<file path="src/rtl/line_buffer_ctrl_pkg.sv">
// Shared types and sizing for the 4-line frame buffer sequencer.
package line_buffer_ctrl_pkg;

  localparam int unsigned LINE_CNT    = 4;
  localparam int unsigned LINE_PTR_W  = 2;
  localparam int unsigned DEF_LINE_AW = 8;

  typedef enum logic [1:0] {W_IDLE, W_FILL, W_DROP} w_state_t;
  typedef enum logic [1:0] {R_IDLE, R_READ, R_DRAIN} r_state_t;

  // Frame length needs one more bit than the word index: 1..2**line_aw.
  function automatic int unsigned len_w(input int unsigned line_aw);
    return line_aw + 1;
  endfunction

  localparam int unsigned DEF_LEN_W = len_w(DEF_LINE_AW);

endpackage

</file>
<file path="src/rtl/line_buffer_ctrl_line_counters.sv">
// Read/write line pointers and registered full/empty greenflags for the line ring.
module line_counters
  import line_buffer_ctrl_pkg::*;
(
  input  logic                  clk,
  input  logic                  rst,
  input  logic                  wr_line_incr,
  input  logic                  rd_line_incr,
  output logic [LINE_PTR_W-1:0] wr_line_ptr,
  output logic [LINE_PTR_W-1:0] rd_line_ptr,
  output logic                  wr_greenflag,
  output logic                  rd_greenflag
);

  logic       rst_n;
  logic [2:0] used;
  logic [2:0] used_nxt;

  assign rst_n = rst;

  always_comb begin
    used_nxt = used;
    case ({wr_line_incr, rd_line_incr})
      2'b10:   used_nxt = used + 3'd1;
      2'b01:   used_nxt = used - 3'd1;
      default: used_nxt = used;
    endcase
  end

  // Greenflags come from the next occupancy so they are valid the cycle after a commit/free.
  always_ff @(posedge clk or negedge rst_n) begin
    if (!rst_n) begin
      wr_line_ptr  <= '0;
      rd_line_ptr  <= '0;
      used         <= '0;
      wr_greenflag <= 1'b1;
      rd_greenflag <= 1'b0;
    end else begin
      if (wr_line_incr) wr_line_ptr <= wr_line_ptr + LINE_PTR_W'(1);
      if (rd_line_incr) rd_line_ptr <= rd_line_ptr + LINE_PTR_W'(1);
      used         <= used_nxt;
      wr_greenflag <= (used_nxt != 3'(LINE_CNT));
      rd_greenflag <= (used_nxt != 3'd0);
    end
  end

endmodule

</file>
<file path="src/rtl/line_buffer_ctrl.sv">
// Writes ingress frames into RAM lines and replays committed lines in FIFO order.
module line_buffer_ctrl
  import line_buffer_ctrl_pkg::*;
#(
  parameter int unsigned DATA_W  = 64,
  parameter int unsigned LINE_AW = DEF_LINE_AW,
  parameter int unsigned CNT_W   = 16
) (
  input  logic                 clk,
  input  logic                 rst,
  input  logic                 in_valid,
  input  logic [DATA_W-1:0]    in_data,
  input  logic                 in_last,
  output logic                 out_valid,
  output logic [DATA_W-1:0]    out_data,
  output logic                 out_last,
  input  logic                 out_ready,
  output logic                 mem_wr_en,
  output logic [LINE_AW+1:0]   mem_wr_addr,
  output logic [DATA_W-1:0]    mem_wr_data,
  output logic                 mem_rd_en,
  output logic [LINE_AW+1:0]   mem_rd_addr,
  input  logic [DATA_W-1:0]    mem_rd_data,
  output logic [CNT_W-1:0]     drop_full_cnt,
  output logic [CNT_W-1:0]     drop_ovf_cnt
);

  localparam int unsigned LEN_W = len_w(LINE_AW);
  localparam logic [LEN_W-1:0] LINE_WORDS = {1'b1, {LINE_AW{1'b0}}};

  w_state_t w_state, w_nxt;
  r_state_t r_state, r_nxt;
  logic [LINE_PTR_W-1:0] wr_line_ptr, rd_line_ptr;
  logic wr_greenflag, rd_greenflag, wr_line_incr, rd_line_incr;
  logic full_hit, ovf_hit;
  logic [LEN_W-1:0] widx, w_idx_cur, ridx, rd_idx_cur, rlen;
  logic [LEN_W-1:0] len_tab [LINE_CNT];
  logic rd_is_last, inflight, inflight_last, pop, credit;
  logic [1:0] fifo_cnt, occ;
  logic fifo_wp, fifo_rp;
  logic [DATA_W-1:0] fifo_data [2];
  logic fifo_last [2];

  line_counters u_line_counters (
    .clk          (clk),
    .rst          (rst),
    .wr_line_incr (wr_line_incr),
    .rd_line_incr (rd_line_incr),
    .wr_line_ptr  (wr_line_ptr),
    .rd_line_ptr  (rd_line_ptr),
    .wr_greenflag (wr_greenflag),
    .rd_greenflag (rd_greenflag)
  );

  always_ff @(posedge clk or negedge rst) begin
    if (!rst) begin
      w_state <= W_IDLE;
      r_state <= R_IDLE;
    end else begin
      w_state <= w_nxt;
      r_state <= r_nxt;
    end
  end

  always_comb begin
    w_nxt = w_state;
    case (w_state)
      W_IDLE:  if (in_valid) w_nxt = in_last ? W_IDLE : (wr_greenflag ? W_FILL : W_DROP);
      W_FILL:  if (in_valid && in_last) w_nxt = W_IDLE;
               else if (in_valid && widx == LINE_WORDS) w_nxt = W_DROP;
      W_DROP:  if (in_valid && in_last) w_nxt = W_IDLE;
      default: w_nxt = W_IDLE;
    endcase
  end

  always_comb begin
    mem_wr_en    = 1'b0;
    wr_line_incr = 1'b0;
    full_hit     = 1'b0;
    ovf_hit      = 1'b0;
    w_idx_cur    = widx;
    case (w_state)
      W_IDLE: if (in_valid) begin
        w_idx_cur = '0;
        if (wr_greenflag) begin
          mem_wr_en    = 1'b1;
          wr_line_incr = in_last;
        end else begin
          full_hit = 1'b1;
        end
      end
      W_FILL: if (in_valid) begin
        if (widx == LINE_WORDS) begin
          ovf_hit = 1'b1;
        end else begin
          mem_wr_en    = 1'b1;
          wr_line_incr = in_last;
        end
      end
      default: ;
    endcase
  end

  assign mem_wr_addr = {wr_line_ptr, w_idx_cur[LINE_AW-1:0]};
  assign mem_wr_data = in_data;

  always_ff @(posedge clk or negedge rst) begin
    if (!rst) begin
      widx          <= '0;
      drop_full_cnt <= '0;
      drop_ovf_cnt  <= '0;
      for (int unsigned i = 0; i < LINE_CNT; i++) len_tab[i] <= '0;
    end else begin
      if (mem_wr_en) widx <= w_idx_cur + LEN_W'(1);
      if (wr_line_incr) len_tab[wr_line_ptr] <= w_idx_cur + LEN_W'(1);
      if (full_hit && drop_full_cnt != '1) drop_full_cnt <= drop_full_cnt + CNT_W'(1);
      if (ovf_hit && drop_ovf_cnt != '1) drop_ovf_cnt <= drop_ovf_cnt + CNT_W'(1);
    end
  end

  // Credit counts words already leaving this cycle so the FIFO sustains 1 word/cycle.
  assign pop    = out_valid && out_ready;
  assign occ    = 2'(inflight) + fifo_cnt - 2'(pop);
  assign credit = (occ < 2'd2);

  always_comb begin
    r_nxt = r_state;
    case (r_state)
      R_IDLE:  if (mem_rd_en) r_nxt = rd_is_last ? R_DRAIN : R_READ;
      R_READ:  if (mem_rd_en && rd_is_last) r_nxt = R_DRAIN;
      R_DRAIN: if (rd_line_incr) r_nxt = R_IDLE;
      default: r_nxt = R_IDLE;
    endcase
  end

  always_comb begin
    mem_rd_en    = 1'b0;
    rd_is_last   = 1'b0;
    rd_line_incr = 1'b0;
    rd_idx_cur   = ridx;
    case (r_state)
      R_IDLE: if (rd_greenflag && credit) begin
        mem_rd_en  = 1'b1;
        rd_idx_cur = '0;
        rd_is_last = (len_tab[rd_line_ptr] == LEN_W'(1));
      end
      R_READ: if (credit) begin
        mem_rd_en  = 1'b1;
        rd_is_last = (ridx == rlen - LEN_W'(1));
      end
      R_DRAIN: rd_line_incr = pop && out_last;
      default: ;
    endcase
  end

  assign mem_rd_addr = {rd_line_ptr, rd_idx_cur[LINE_AW-1:0]};

  always_ff @(posedge clk or negedge rst) begin
    if (!rst) begin
      ridx          <= '0;
      rlen          <= '0;
      inflight      <= 1'b0;
      inflight_last <= 1'b0;
      fifo_cnt      <= '0;
      fifo_wp       <= 1'b0;
      fifo_rp       <= 1'b0;
      for (int unsigned i = 0; i < 2; i++) begin
        fifo_data[i] <= '0;
        fifo_last[i] <= 1'b0;
      end
    end else begin
      if (r_state == R_IDLE && mem_rd_en) rlen <= len_tab[rd_line_ptr];
      if (mem_rd_en) ridx <= rd_idx_cur + LEN_W'(1);
      inflight      <= mem_rd_en;
      inflight_last <= mem_rd_en && rd_is_last;
      if (inflight) begin
        fifo_data[fifo_wp] <= mem_rd_data;
        fifo_last[fifo_wp] <= inflight_last;
        fifo_wp            <= ~fifo_wp;
      end
      if (pop) fifo_rp <= ~fifo_rp;
      fifo_cnt <= fifo_cnt + 2'(inflight) - 2'(pop);
    end
  end

  assign out_valid = (fifo_cnt != 2'd0);
  assign out_data  = fifo_data[fifo_rp];
  assign out_last  = fifo_last[fifo_rp];

endmodule
</file>
<file path="config.mk">
export PLATFORM = sky130hd
export DESIGN_NAME = line_buffer_ctrl
export DESIGN_NICKNAME = d
export VERILOG_FILES = /design/src/rtl/line_buffer_ctrl_pkg.sv /design/src/rtl/line_buffer_ctrl_line_counters.sv /design/src/rtl/line_buffer_ctrl.sv
export SDC_FILE = /design/constraint.sdc
export NUM_CORES = 1
export LEC_CHECK = 0
export ABC_AREA = 1
export CAP_MARGIN = 15
export CORE_MARGIN = 5
export CORE_UTILIZATION = 45
export DETAILED_ROUTE_END_ITERATION = 6
export PLACE_DENSITY_LB_ADDON = 0.12
export REMOVE_ABC_BUFFERS = 1
export SLEW_MARGIN = 5
export SYNTH_ARGS = -nofsm -noshare
export SYNTH_HDL_FRONTEND = slang
export SYNTH_SLANG_ARGS = --single-unit
</file>
<file path="constraint.sdc">
create_clock -name clk -period 3.78 [get_ports clk]
set_input_delay 1.134 -clock clk [delete_from_list [all_inputs] [get_ports clk]]
set_output_delay 1.134 -clock clk [all_outputs]
set_load 0.01 [all_outputs]
</file>
==> metrics.txt <==
Compound-Gate Fraction of Synth Area=10.3%; # diodes=0; Post-synth top cells=nand2_1, dfrtp_1, o21ai_0; Critical Path Sink=mem_rd_addr[3]; Main synth FF type=dfrtp_1; Layout Skew=22.1 ps; Slew Limit Fails=0; Simple-Gate Fraction of Synth Area=23.9%; CTS tree=built; post-synthesis mux area share=0.0916%; iteration-0 DRC count of the detailed router=735; CP endpoint kind=output pin; launching point of the worst reg2reg path=fifo_cnt[0]; Post-DP HPWL=24000 um; Die Area=30700 sq um; antenna violations before repair=2; area delta synth->final=24.7%; clock sink count=244; Synth Register Bits=244; crit path time final=3700 ps; Final nets=1820; ys async rst share=100%; post-synthesis adder-cell area fraction=1.38%; Leak=7.59 nW; htree depth=1; Overflow after GRT=0; Placer Congestion=0.850; vias=10100; min-delay worst type=reg -> reg; status=finished, final reports clean; CTS Hold Bufs=0; Cell variety after synth=49; worst hold start=len_tab[4]; Int Power=7.84 mW; slew margin rel.=45.6%; largest family of logic cells by synthesized area=simple AND/OR/NAND/NOR gates; Synth area leaders=dfrtp_1, nand2_1, o21ai_0; setup violators final=0; period utilization=97.9%; Mapped Area=12300 sq um; vias per inst=4.94; filler instances=2446; Initial Utilization=45.6%; dominant cell type by area after synthesis=dfrtp_1; Avg Cell Area, Syn=8.01 sq um; largest net degree at the start of global routing=83; worst path required time=2650 ps; gr usage total=21.8%; EDFF count, synth=0; clk_lat worst skew=540 ps; Worst-path clk slew=60 ps; Cells after Synth=1534; die width=175 um; crit path DAT=2560 ps; net load switching power=4.74 mW; Clock power frac=21.8%; XOR/XNOR Fraction of Synth Area=3.26%; worst hold margin=482 ps; Net Sw Frac=37.7%; RR Endpoint=ridx[6]; DRC=0; Rows=60; peak supply drop=0.000573 V; post-route ant nets=0; CP Launch Point=out_ready; maximum clock rate=270 MHz; post-synthesis sequential area ratio=49.7%; Synth top area share=49.5%; vias in the first global route=9704; Root Driver=clkbuf_16; Die Height=175 um; Worst R2R Setup Slack=250 ps; Top Ports=317; sequential share of power=34.2%; crit path max fanout=5; TritonCTS buffer count=27; drt wl/cell=16.7 um; First-pass DRT Iterations=5; Post-Route WL=34000 um; Max clock buf depth=3; Combinational Power Share=43.9%; Maximum Capacitance Violations=0; most numerous cell in the Yosys netlist=nand2_1; Synth Warn #=0; Worst Tran Pin Value=816 ps; Register-to-Register Path Depth=30; port bufs=188; endpoints failing hold=0; PD cells=820 nW/um^2; Core Area=27000 sq um; setup TNS=0 ps; CP startpoint kind=primary input; share of cells above drive strength 1=10.5%; crit path kind=in -> out; first-pass GRT wire length=54300 um
## worst max-delay path, cell delays in order
cell and delay [ps]:
buf_6 90, nand2_2 60, inv_2 50, ha_4 250, inv_2 30, ha_4 150
inv_2 50, nand2_2 60, nand2_1 60, nand2_1 60, nand2_2 80, nand3_4 90
buf_8 170, nand2_4 60, inv_4 40, buf_6 110
## state kept, by name, summed over array words and instances, names as in the netlist, 3 cells and up
register,count
rlen,9
u_line_counters.used,3
widx,9
drop_ovf_cnt,16
fifo_data,128
len_tab,36
ridx,9
drop_full_cnt,16
## per-stage QoR
step | setup WS (ps) | cells | power, mW | utilization, % | area [sq um]
final | 81.0 | 2035 | 12.6 | 56.9 | 15300
after global routing | -7.14 | 2035 | 13.6 | 56.9 | 15300
after CTS | 21.0 | 2034 | 12.5 | 56.3 | 15200
after detailed placement | -842 | 1975 | 9.64 | 52.6 | 14200
after global placement | -763 | 1975 | 9.53 | 52.6 | 14200
after floorplan | -381 | 1411 | 7.13 | - | 11500
## worst min path at each step
stage	depth (start not counted)	endpoint	slack [ps]
2_1_floorplan	2	len_tab[1]	450
3_3_place_gp	2	fifo_data[71]	470
3_5_place_dp	2	len_tab[4]	470
4_1_cts	2	len_tab[4]	480
5_1_grt	1	len_tab[27]	500
6_report	2	len_tab[4]	480
## power by group through the flow
stage          combinational (mW)  clock [mW]  sequential, mW
5_1_grt                      6.18        2.93            4.44
2_1_floorplan                2.87           0            4.27
4_1_cts                      5.43        2.82            4.29
3_3_place_gp                 5.23           0            4.30
3_5_place_dp                 5.32           0            4.33
6_report                     5.53        2.75            4.30
## cell type report
class                           instances  area, sq um  area share, %
Clock buffer                           42          792           5.17
Clock inverter                          7          141          0.922
Inverter                              169          642           4.19
Multi-Input combinational cell        998         4920           32.1
Sequential cell                       244         6110           39.8
Tap cell                              341          427           2.78
Timing Repair Buffer                  234         2300           15.0
## layout by cell type, fill, tap and decap left out, drive strengths merged, types with 2 or more instances in the layout
| cell | count |
|---|---|
| clkdlybuf4s50 | 176 |
| xor2 | 26 |
| bufinv | 4 |
| nand3 | 40 |
| buf | 57 |
| clkinv | 2 |
| clkbuf | 42 |
| xnor2 | 18 |
| inv | 169 |
| o21a | 2 |
| ha | 12 |
| nand2 | 551 |
| dfrtp | 243 |
| nor4 | 2 |
| a21oi | 27 |
| nor3 | 12 |
| and3 | 2 |
| nand3b | 2 |
| nor2 | 69 |
| o21ai | 211 |
| nand4 | 13 |
| o211ai | 3 |
## metal layers
| layer | routed length, um | vias to the layer above | track usage (%) | part of all wire, % |
|---|---|---|---|---|
| met5 | 325 | - | 7.21 | 0.96 |
| li1 | - | 5004 | - | - |
| met1 | 16300 | 4634 | 31.7 | 48 |
| met3 | 3580 | 46 | 9.69 | 11 |
| met2 | 13300 | 358 | 29.8 | 39 |
| met4 | 450 | 12 | 3.70 | 1.3 |
## logic make-up after synthesis
logic type,after synthesis
xor gates and xnor gates,44
and+or+nand+nor,694
muxes,1
DFF,244
AOI/OAI and AO/OA,246
adders and majority gates,13
buffers and inverters,292
## repair_timing
action                     CTS  global route
buffers inserted             9             1
cloned                       1             0
gates resized for setup     55            38
setup endpoints to repair    9            15
pin swaps                    3             7
(Power assumes the default switching activity.)
